--- src/rtl/transmit_dac_pkg.sv ---
// Shared definitions for the DAC serial transmitter: FSM encoding, frame width
// and the DAC power-down mode codes.
package transmit_dac_pkg;

    localparam int FRAME_W = 16;

    localparam logic [1:0] PD_NORMAL = 2'b00;
    localparam logic [1:0] PD_1K     = 2'b01;
    localparam logic [1:0] PD_100K   = 2'b10;
    localparam logic [1:0] PD_HIZ    = 2'b11;

    typedef enum logic [1:0] {
        ST_IDLE  = 2'd0,
        ST_SHIFT = 2'd1,
        ST_STOP  = 2'd2
    } tx_state_t;

    // Half-period counter width; a divide-by-1 still needs one bit.
    function automatic int div_cnt_w(input int div);
        return (div <= 1) ? 1 : $clog2(div);
    endfunction

endpackage

--- src/rtl/dac_sclk_div.sv ---
// Half-period counter for sclk: ticks once every CLK_DIV enabled cycles, with a
// one-cycle look-ahead tick used to register the end-of-frame pulse.
module dac_sclk_div
    import transmit_dac_pkg::*;
#(
    parameter int CLK_DIV = 4
) (
    input  logic i_clk,
    input  logic i_rst,
    input  logic i_en,
    input  logic i_clr,
    output logic o_tick,
    output logic o_pre_tick
);

    localparam int CNT_W = div_cnt_w(CLK_DIV);
    localparam logic [CNT_W-1:0] LAST = CNT_W'(CLK_DIV - 1);
    localparam logic [CNT_W-1:0] PRE  = CNT_W'((CLK_DIV > 1) ? CLK_DIV - 2 : 0);

    logic [CNT_W-1:0] r_cnt;

    assign o_tick     = i_en && (r_cnt == LAST);
    // With CLK_DIV=1 every enabled cycle is a tick, so there is no look-ahead.
    assign o_pre_tick = (CLK_DIV > 1) && i_en && (r_cnt == PRE);

    always_ff @(posedge i_clk) begin
        if (!i_rst) begin
            r_cnt <= '0;
        end else if (i_clr || o_tick) begin
            r_cnt <= '0;
        end else if (i_en) begin
            r_cnt <= r_cnt + 1'b1;
        end
    end

endmodule

--- src/rtl/transmit_dac.sv ---
// SPI-style transmitter for a 12-bit DAC: frames {2'b00, pd, din}, shifts it
// MSB-first with self-generated sclk and active-low sync.
//
//   state    | meaning
//   ST_IDLE  | cs=1, sclk=1, waiting for tx_start
//   ST_SHIFT | cs=0, sclk toggling, one bit per sclk period
//   ST_STOP  | cs=1, sclk=1 for CLK_DIV cycles of DAC quiet time
module transmit_dac
    import transmit_dac_pkg::*;
#(
    parameter int DATA_W  = 12,
    parameter int CLK_DIV = 4
) (
    input  logic              i_clk,
    input  logic              i_rst,
    input  logic              i_tx_start,
    input  logic [DATA_W-1:0] i_din,
    input  logic [1:0]        i_pd,
    output logic              o_sclk,
    output logic              o_cs,
    output logic              o_sdata,
    output logic              o_tx_busy,
    output logic              o_tx_done_tick
);

    localparam int FRAME_LEN = DATA_W + 4;
    localparam int BIT_W     = $clog2(FRAME_LEN);

    tx_state_t            r_state, w_next_state;
    logic [FRAME_LEN-1:0] r_shift, w_next_shift;
    logic [BIT_W-1:0]     r_bit_cnt, w_next_bit_cnt;
    logic                 r_sclk, w_next_sclk;
    logic                 r_cs, w_next_cs;
    logic                 r_sdata, w_next_sdata;
    logic                 r_busy, r_done, w_next_done;
    logic                 w_accept, w_div_en, w_tick, w_pre_tick;
    logic [FRAME_LEN-1:0] w_frame;

    assign w_frame  = {2'b00, i_pd, i_din};
    assign w_div_en = (r_state != ST_IDLE);

    dac_sclk_div #(
        .CLK_DIV(CLK_DIV)
    ) u_sclk_div (
        .i_clk      (i_clk),
        .i_rst      (i_rst),
        .i_en       (w_div_en),
        .i_clr      (w_accept),
        .o_tick     (w_tick),
        .o_pre_tick (w_pre_tick)
    );

    always_ff @(posedge i_clk) begin
        if (!i_rst) begin
            r_state   <= ST_IDLE;
            r_shift   <= '0;
            r_bit_cnt <= '0;
            r_sclk    <= 1'b1;
            r_cs      <= 1'b1;
            r_sdata   <= 1'b0;
            r_busy    <= 1'b0;
            r_done    <= 1'b0;
        end else begin
            r_state   <= w_next_state;
            r_shift   <= w_next_shift;
            r_bit_cnt <= w_next_bit_cnt;
            r_sclk    <= w_next_sclk;
            r_cs      <= w_next_cs;
            r_sdata   <= w_next_sdata;
            r_busy    <= (w_next_state != ST_IDLE);
            r_done    <= w_next_done;
        end
    end

    always_comb begin
        w_next_state   = r_state;
        w_next_shift   = r_shift;
        w_next_bit_cnt = r_bit_cnt;
        w_next_sclk    = r_sclk;
        w_next_cs      = r_cs;
        w_next_sdata   = r_sdata;
        w_next_done    = 1'b0;
        w_accept       = 1'b0;

        case (r_state)
            ST_IDLE: begin
                w_next_cs   = 1'b1;
                w_next_sclk = 1'b1;
                if (i_tx_start) begin
                    w_accept       = 1'b1;
                    w_next_shift   = w_frame;
                    w_next_bit_cnt = BIT_W'(FRAME_LEN - 1);
                    w_next_cs      = 1'b0;
                    w_next_sdata   = w_frame[FRAME_LEN-1];
                    w_next_state   = ST_SHIFT;
                end
            end
            ST_SHIFT: begin
                if (w_tick) begin
                    if (r_sclk) begin
                        // Falling edge: data held so the DAC samples a stable bit.
                        w_next_sclk = 1'b0;
                    end else if (r_bit_cnt != '0) begin
                        w_next_sclk    = 1'b1;
                        w_next_shift   = r_shift << 1;
                        w_next_sdata   = r_shift[FRAME_LEN-2];
                        w_next_bit_cnt = r_bit_cnt - 1'b1;
                    end else begin
                        w_next_sclk  = 1'b1;
                        w_next_cs    = 1'b1;
                        w_next_state = ST_STOP;
                        // A divide-by-1 stop phase is a single cycle, so it is also the last one.
                        w_next_done  = (CLK_DIV == 1);
                    end
                end
            end
            ST_STOP: begin
                w_next_cs   = 1'b1;
                w_next_sclk = 1'b1;
                w_next_done = w_pre_tick;
                if (w_tick) begin
                    w_next_state = ST_IDLE;
                end
            end
            default: begin
                w_next_state = ST_IDLE;
                w_next_cs    = 1'b1;
                w_next_sclk  = 1'b1;
            end
        endcase
    end

    assign o_sclk         = r_sclk;
    assign o_cs           = r_cs;
    assign o_sdata        = r_sdata;
    assign o_tx_busy      = r_busy;
    assign o_tx_done_tick = r_done;

endmodule
--- config.mk ---
export PLATFORM = sky130hd
export DESIGN_NAME = transmit_dac
export DESIGN_NICKNAME = d
export VERILOG_FILES = /design/src/rtl/transmit_dac_pkg.sv /design/src/rtl/dac_sclk_div.sv /design/src/rtl/transmit_dac.sv
export SDC_FILE = /design/constraint.sdc
export NUM_CORES = 1
export LEC_CHECK = 0
export CORE_MARGIN = 4
export CORE_UTILIZATION = 55
export DETAILED_ROUTE_END_ITERATION = 8
export GPL_ROUTABILITY_DRIVEN = 0
export PLACE_DENSITY = 0.8
export RECOVER_POWER = 25
export SYNTH_ARGS = -nofsm -noshare
export SYNTH_HDL_FRONTEND = slang
export SYNTH_SLANG_ARGS = --single-unit
--- constraint.sdc ---
create_clock -name i_clk -period 3.7 [get_ports i_clk]
set_input_delay 0.925 -clock i_clk [delete_from_list [all_inputs] [get_ports i_clk]]
set_output_delay 0.925 -clock i_clk [all_outputs]
set_load 0.1 [all_outputs]
[Yosys cells after proc, flatten, opt, wreduce, memory -nomap -nowiden]
Index checks and enable logic that the tools add are counted.
Operators by class
  equal/unequal tests: 9
  div/mod/pow operators: 0
  bitwise operators: 1
  $add $sub $neg: 2
  multiply operators: 0
  order comparisons: 0
  reductions and logical operators: 13
  multiplexer cells: 29
  shifts and indexed selects: 0
Operators by type and width (number)
  15-bit two-way mux: 4
  15-bit one-hot mux with 2 select lines: 1
  4-bit two-way mux: 4
  1-bit two-way mux: 11
  2-bit two-way mux: 5
  2-bit inequality test (second input constant): 4
  4-bit one-hot mux with 2 select lines: 1
  2-bit equality test (second input constant): 3
  2-bit one-hot mux with 3 select lines: 1
  2-bit nonzero test: 3
  5-bit AND reduction: 1
  1-bit one-hot mux with 2 select lines: 2
  2-bit AND reduction: 2
  4-bit nonzero test: 1
  4-bit by 1-bit subtractor with 4-bit output (second input constant): 1
  3-bit AND reduction: 1
  2-bit by 1-bit adder with 2-bit output (second input constant): 1
  2-bit by 1-bit equality test with 1-bit output (second input constant): 1
  1-bit logical AND: 2
  2-bit logical NOT: 1
  2-bit by 1-bit inequality test with 1-bit output (second input constant): 1
  2-bit OR reduction: 1
  1-bit logical OR: 1
  1-bit inverter: 1
Word-level totals
  memory bits (read-only): 0
  logic and storage cells: 63
  latch bits: 0
  memories kept: 0
  bits in registers: 28
  input bits: 17
  RAM bits: 0
  output and inout port bits: 5

[Logic depth before layout (Yosys ltp)]
  word-level depth: 6
  mapped depth: 7
  depth with buffers taken out: 6

[Modules after synthesis]
Synthesis repeated with hierarchy kept, for this count alone.
Unflattened totals
  cells, all modules: 143
  area total of the unflattened synthesis: 1465.2 um^2
By module, submodules not included
  transmit_dac: area each 1337.5 um^2, cells an instance 129, sequential area each 520.5 um^2, times used 1
  dac_sclk_div: area each 127.6 um^2, cells an instance 14, sequential area each 40.0 um^2, times used 1

[Worst setup path before layout]
OpenSTA, ideal clock, no wires.
  path kind: input port to flip-flop
  start: input port i_tx_start
  end: register r_shift[4]
  data required time: 3.612 ns
  arrival time: 1.980 ns
  cell stages on the path: 5
  path buffers: 1
  setup slack: 1.632 ns
  path through: or3b_4 a22oi_4 buf_6 nor2_1 a311oi_2
Between the ends
  longest elaborated chain between the ends: 2
Ends and longest elaborated chain
  start: declaration: RTL line transmit_dac.sv:16  | input logic i_tx_start,
  2-bit inequality test (no line)
  5-bit AND reduction (no line)
  end signal: assignment: RTL line transmit_dac.sv:65  | r_shift <= w_next_shift;
  end: declaration: RTL line transmit_dac.sv:30  | logic [FRAME_LEN-1:0] r_shift, w_next_shift;
No other way between the ends.
A chain may end at the register's enable or synchronous reset.

[Worst setup path in the final report]
  start: register r_sclk (netlist: o_sclk)
  end: output port o_sclk
RTL lines
  start: declaration: RTL line transmit_dac.sv:32  | logic r_sclk, w_next_sclk;
  start signal: assignment: RTL line transmit_dac.sv:67  | r_sclk <= w_next_sclk;
  end: declaration: RTL line transmit_dac.sv:19  | output logic o_sclk,
No word-level cell between the ends.

==> results.yml <==
setup_path:
  critPathRequiredTime_ps: 2770
  start_kind: "flip-flop"
  slowest_stage: "clkdlybuf4s50_1"
  rrSetupSlack_ps: 1510
  critPathMaxStageDelay_ps: 1140
  critPathTopFamily: "buffers and inverters"
  path_class: "reg2out"
  r2r_end: "r_shift[6]"
  path_cells: "clkdlybuf4s50_1"
  r2r_cells: 4
  worst_ep_arrival_time_ps: 1840
  worstPathMaxFanout: 4
  critPathBufInv: 1
  reg2reg_from: "r_state[1]"
  crit_path_end_kind: "primary output"
final_layout:
  drive_above_1_share_pct: 6.587
  final_common_cell: "nand2_1"
  layout_common_cells: "32 x nand2_1, 28 x dfxtp_1, 20 x clkdlybuf4s50_1, 13 x nor2_1"
  syn_to_final_growth_pct: 18.64
  design_area_um2: 1529
  nets: 189
  diodes: 0
  fillers: 190
place:
  dpl.hpwl_um: 1809
  place_area_um2: 1510
  portBuffers: 21
synthesis:
  syn_inst: 149
  synth.distinct_cells: 31
  ys_ff_latch: 28
  synth_nets: 169
  synth-async-reset-ratio_pct: 0
  ys_seq_area_share_pct: 43.50
  syn_area_per_cell_um2: 8.649
  yosys_most_used_dff: "dfxtp_1"
  synth_edf_count: 0
  yosysWarnings: 0
  netlist_top_cells_area: "dfxtp_1 43%, nand2_1 9.3%, o211a_1 6.2%"
  synthesis.area_um2: 1289
  synth_top_area_share_pct: 43.50
  synth_top_area_cell: "dfxtp_1"
route:
  route.detailed.drc: 0
  firstDrtPassIters: 5
  drtIter0Drc: 32
  vias_per_cell: 5.821
  wl_per_cell_um: 12.96
  detail-route-antenna-nets: 0
  drt-total-wl_um: 2527
  dr_total_vias: 1135
clock_network:
  post_cts_resized: 0
  cts_buffers: 3
  cts_max_path_buffers: 2
  clkTransAtPathRegs_ps: 130
  htreeDepth: 1
  ctsHoldBuffers: 0
  tritoncts: "yes"
  root_buffer: "clkbuf_4"
  post-cts-setup-buffers: 0
  worstSkewPairLatency_ps: 320
  clkSinkCount: 28
timing:
  rsz0062_at_grt: "false"
  setup_viol: 0
  skew_ps: 5.517
  whs_ps: 471.2
  max-slew-margin-rel_pct: 35.60
  maxSlewViolCount: 0
  tns_ps: 0
  tightest_slew_ps: 963.0
  period_needed_ps: 2770
  fmax_mhz: 361.1
  fin_crit_sh_pct: 74.85
  hold_viol: 0
die:
  die_h_um: 56.41
  die_x_um: 56.41
  initial_core_util_pct: 58.26
  core_region_area_um2: 2212
  fp.dieArea_um2: 3182
  rows: 17
  boundaryPins: 22
worst_hold_path:
  hp-start: "r_shift[14]"
  hold_path_depth: 2
  min_to: "r_shift[14]"
  holdCritPathClass: "reg2reg"
global_routing:
  grt_pass1_wl_um: 4526
  grt_max_degree: 34
  grt.total_usage_pct: 17.69
  grt_pass1_vias: 1077
  overflow: 0
  antenna_found_initial: 0
pwr:
  report.power.total_mw: 0.5839
  ir_drop_mv: 0.2302
  p_per_area_nw_per_um2: 381.9
  p_leak_nw: 0.6810
job:
  cap_violations: 0
outcome:
  outcome: "completed"
-- metal layers --
metal | track usage [%] | wire length [um] | share of wire (%)
met5 | 0 | 0 | 0
met4 | 10.17 | 62 | 2.5
met3 | 2.989 | 142 | 5.6
met2 | 29.55 | 1154 | 46
met1 | 21.25 | 1167 | 46
-- cell usage after synthesis (4+ instances only) --
library cell and count:
a311oi_1 4, buf_2 4, clkbuf_1 4, dfxtp_1 28, inv_1 5, nand2_1 32
nand2b_1 4, nand3_1 8, nand4_1 4, nor2_1 13, nor3_1 4, o211a_1 8
o21ai_0 5
-- state kept, by name (all words and copies together), names as in the netlist --
| register | count |
|---|---|
| o_sdata | 1 |
| o_sclk | 1 |
| u_sclk_div.r_cnt | 2 |
| o_cs | 1 |
| o_tx_done_tick | 1 |
| o_tx_busy | 1 |
| r_bit_cnt | 4 |
| r_shift | 15 |
| r_state | 2 |
-- final cells by class --
cell class | instances | area [um^2] | share of cell area, %
clock buffers | 3 | 22.52 | 1.473
inverters | 5 | 18.77 | 1.227
multi-input cells | 107 | 663.1 | 43.37
flip-flops and latches | 28 | 560.5 | 36.66
well taps | 28 | 35.03 | 2.291
repair buffers | 24 | 229.0 | 14.98
-- where the power goes --
group	total [mW]	internal, mW	switching [mW]	leakage, nW
clock	0.118	0.0381	0.0797	0.0138
combinational	0.125	0.0559	0.0695	0.436
sequential	0.341	0.325	0.0157	0.231
total	0.584	0.419	0.165	0.681
-- cells by family after synthesis --
logic type	Yosys count	synth area share, %
and+or+nand+nor	73	26.89
DFF	28	43.50
buffers and inverters	14	5.048
adders and majority gates	3	2.913
AOI/OAI and AO/OA	31	21.65
-- worst max path at each step --
stage / start / end / slack, ps / cells after the start
floorplan: i_tx_start / r_shift[4] / 1630 / 5
global placement: i_tx_start / r_shift[3] / 770 / 5
detailed placement: i_tx_start / r_shift[6] / 680 / 5
CTS: o_sclk / o_sclk / 910 / 1
global route: i_tx_start / r_shift[6] / 840 / 5
finish: o_sclk / o_sclk / 930 / 1
-- worst min-delay path, stage by stage, from the launching register on --
cell and delay (ps):
dfxtp_1 330, nand2_1 50, o21ai_0 60
-- stage by stage --
step | utilization [%] | setup WS (ps) | std cells
floorplan | - | 1632 | 149
global placement | 68.27 | 768.2 | 192
detailed placement | 68.27 | 677.5 | 192
CTS | 69.29 | 909.9 | 195
global route | 69.12 | 843.6 | 195
finish | 69.12 | 930.4 | 195
No activity file was read; power rests on OpenSTA's default activity.
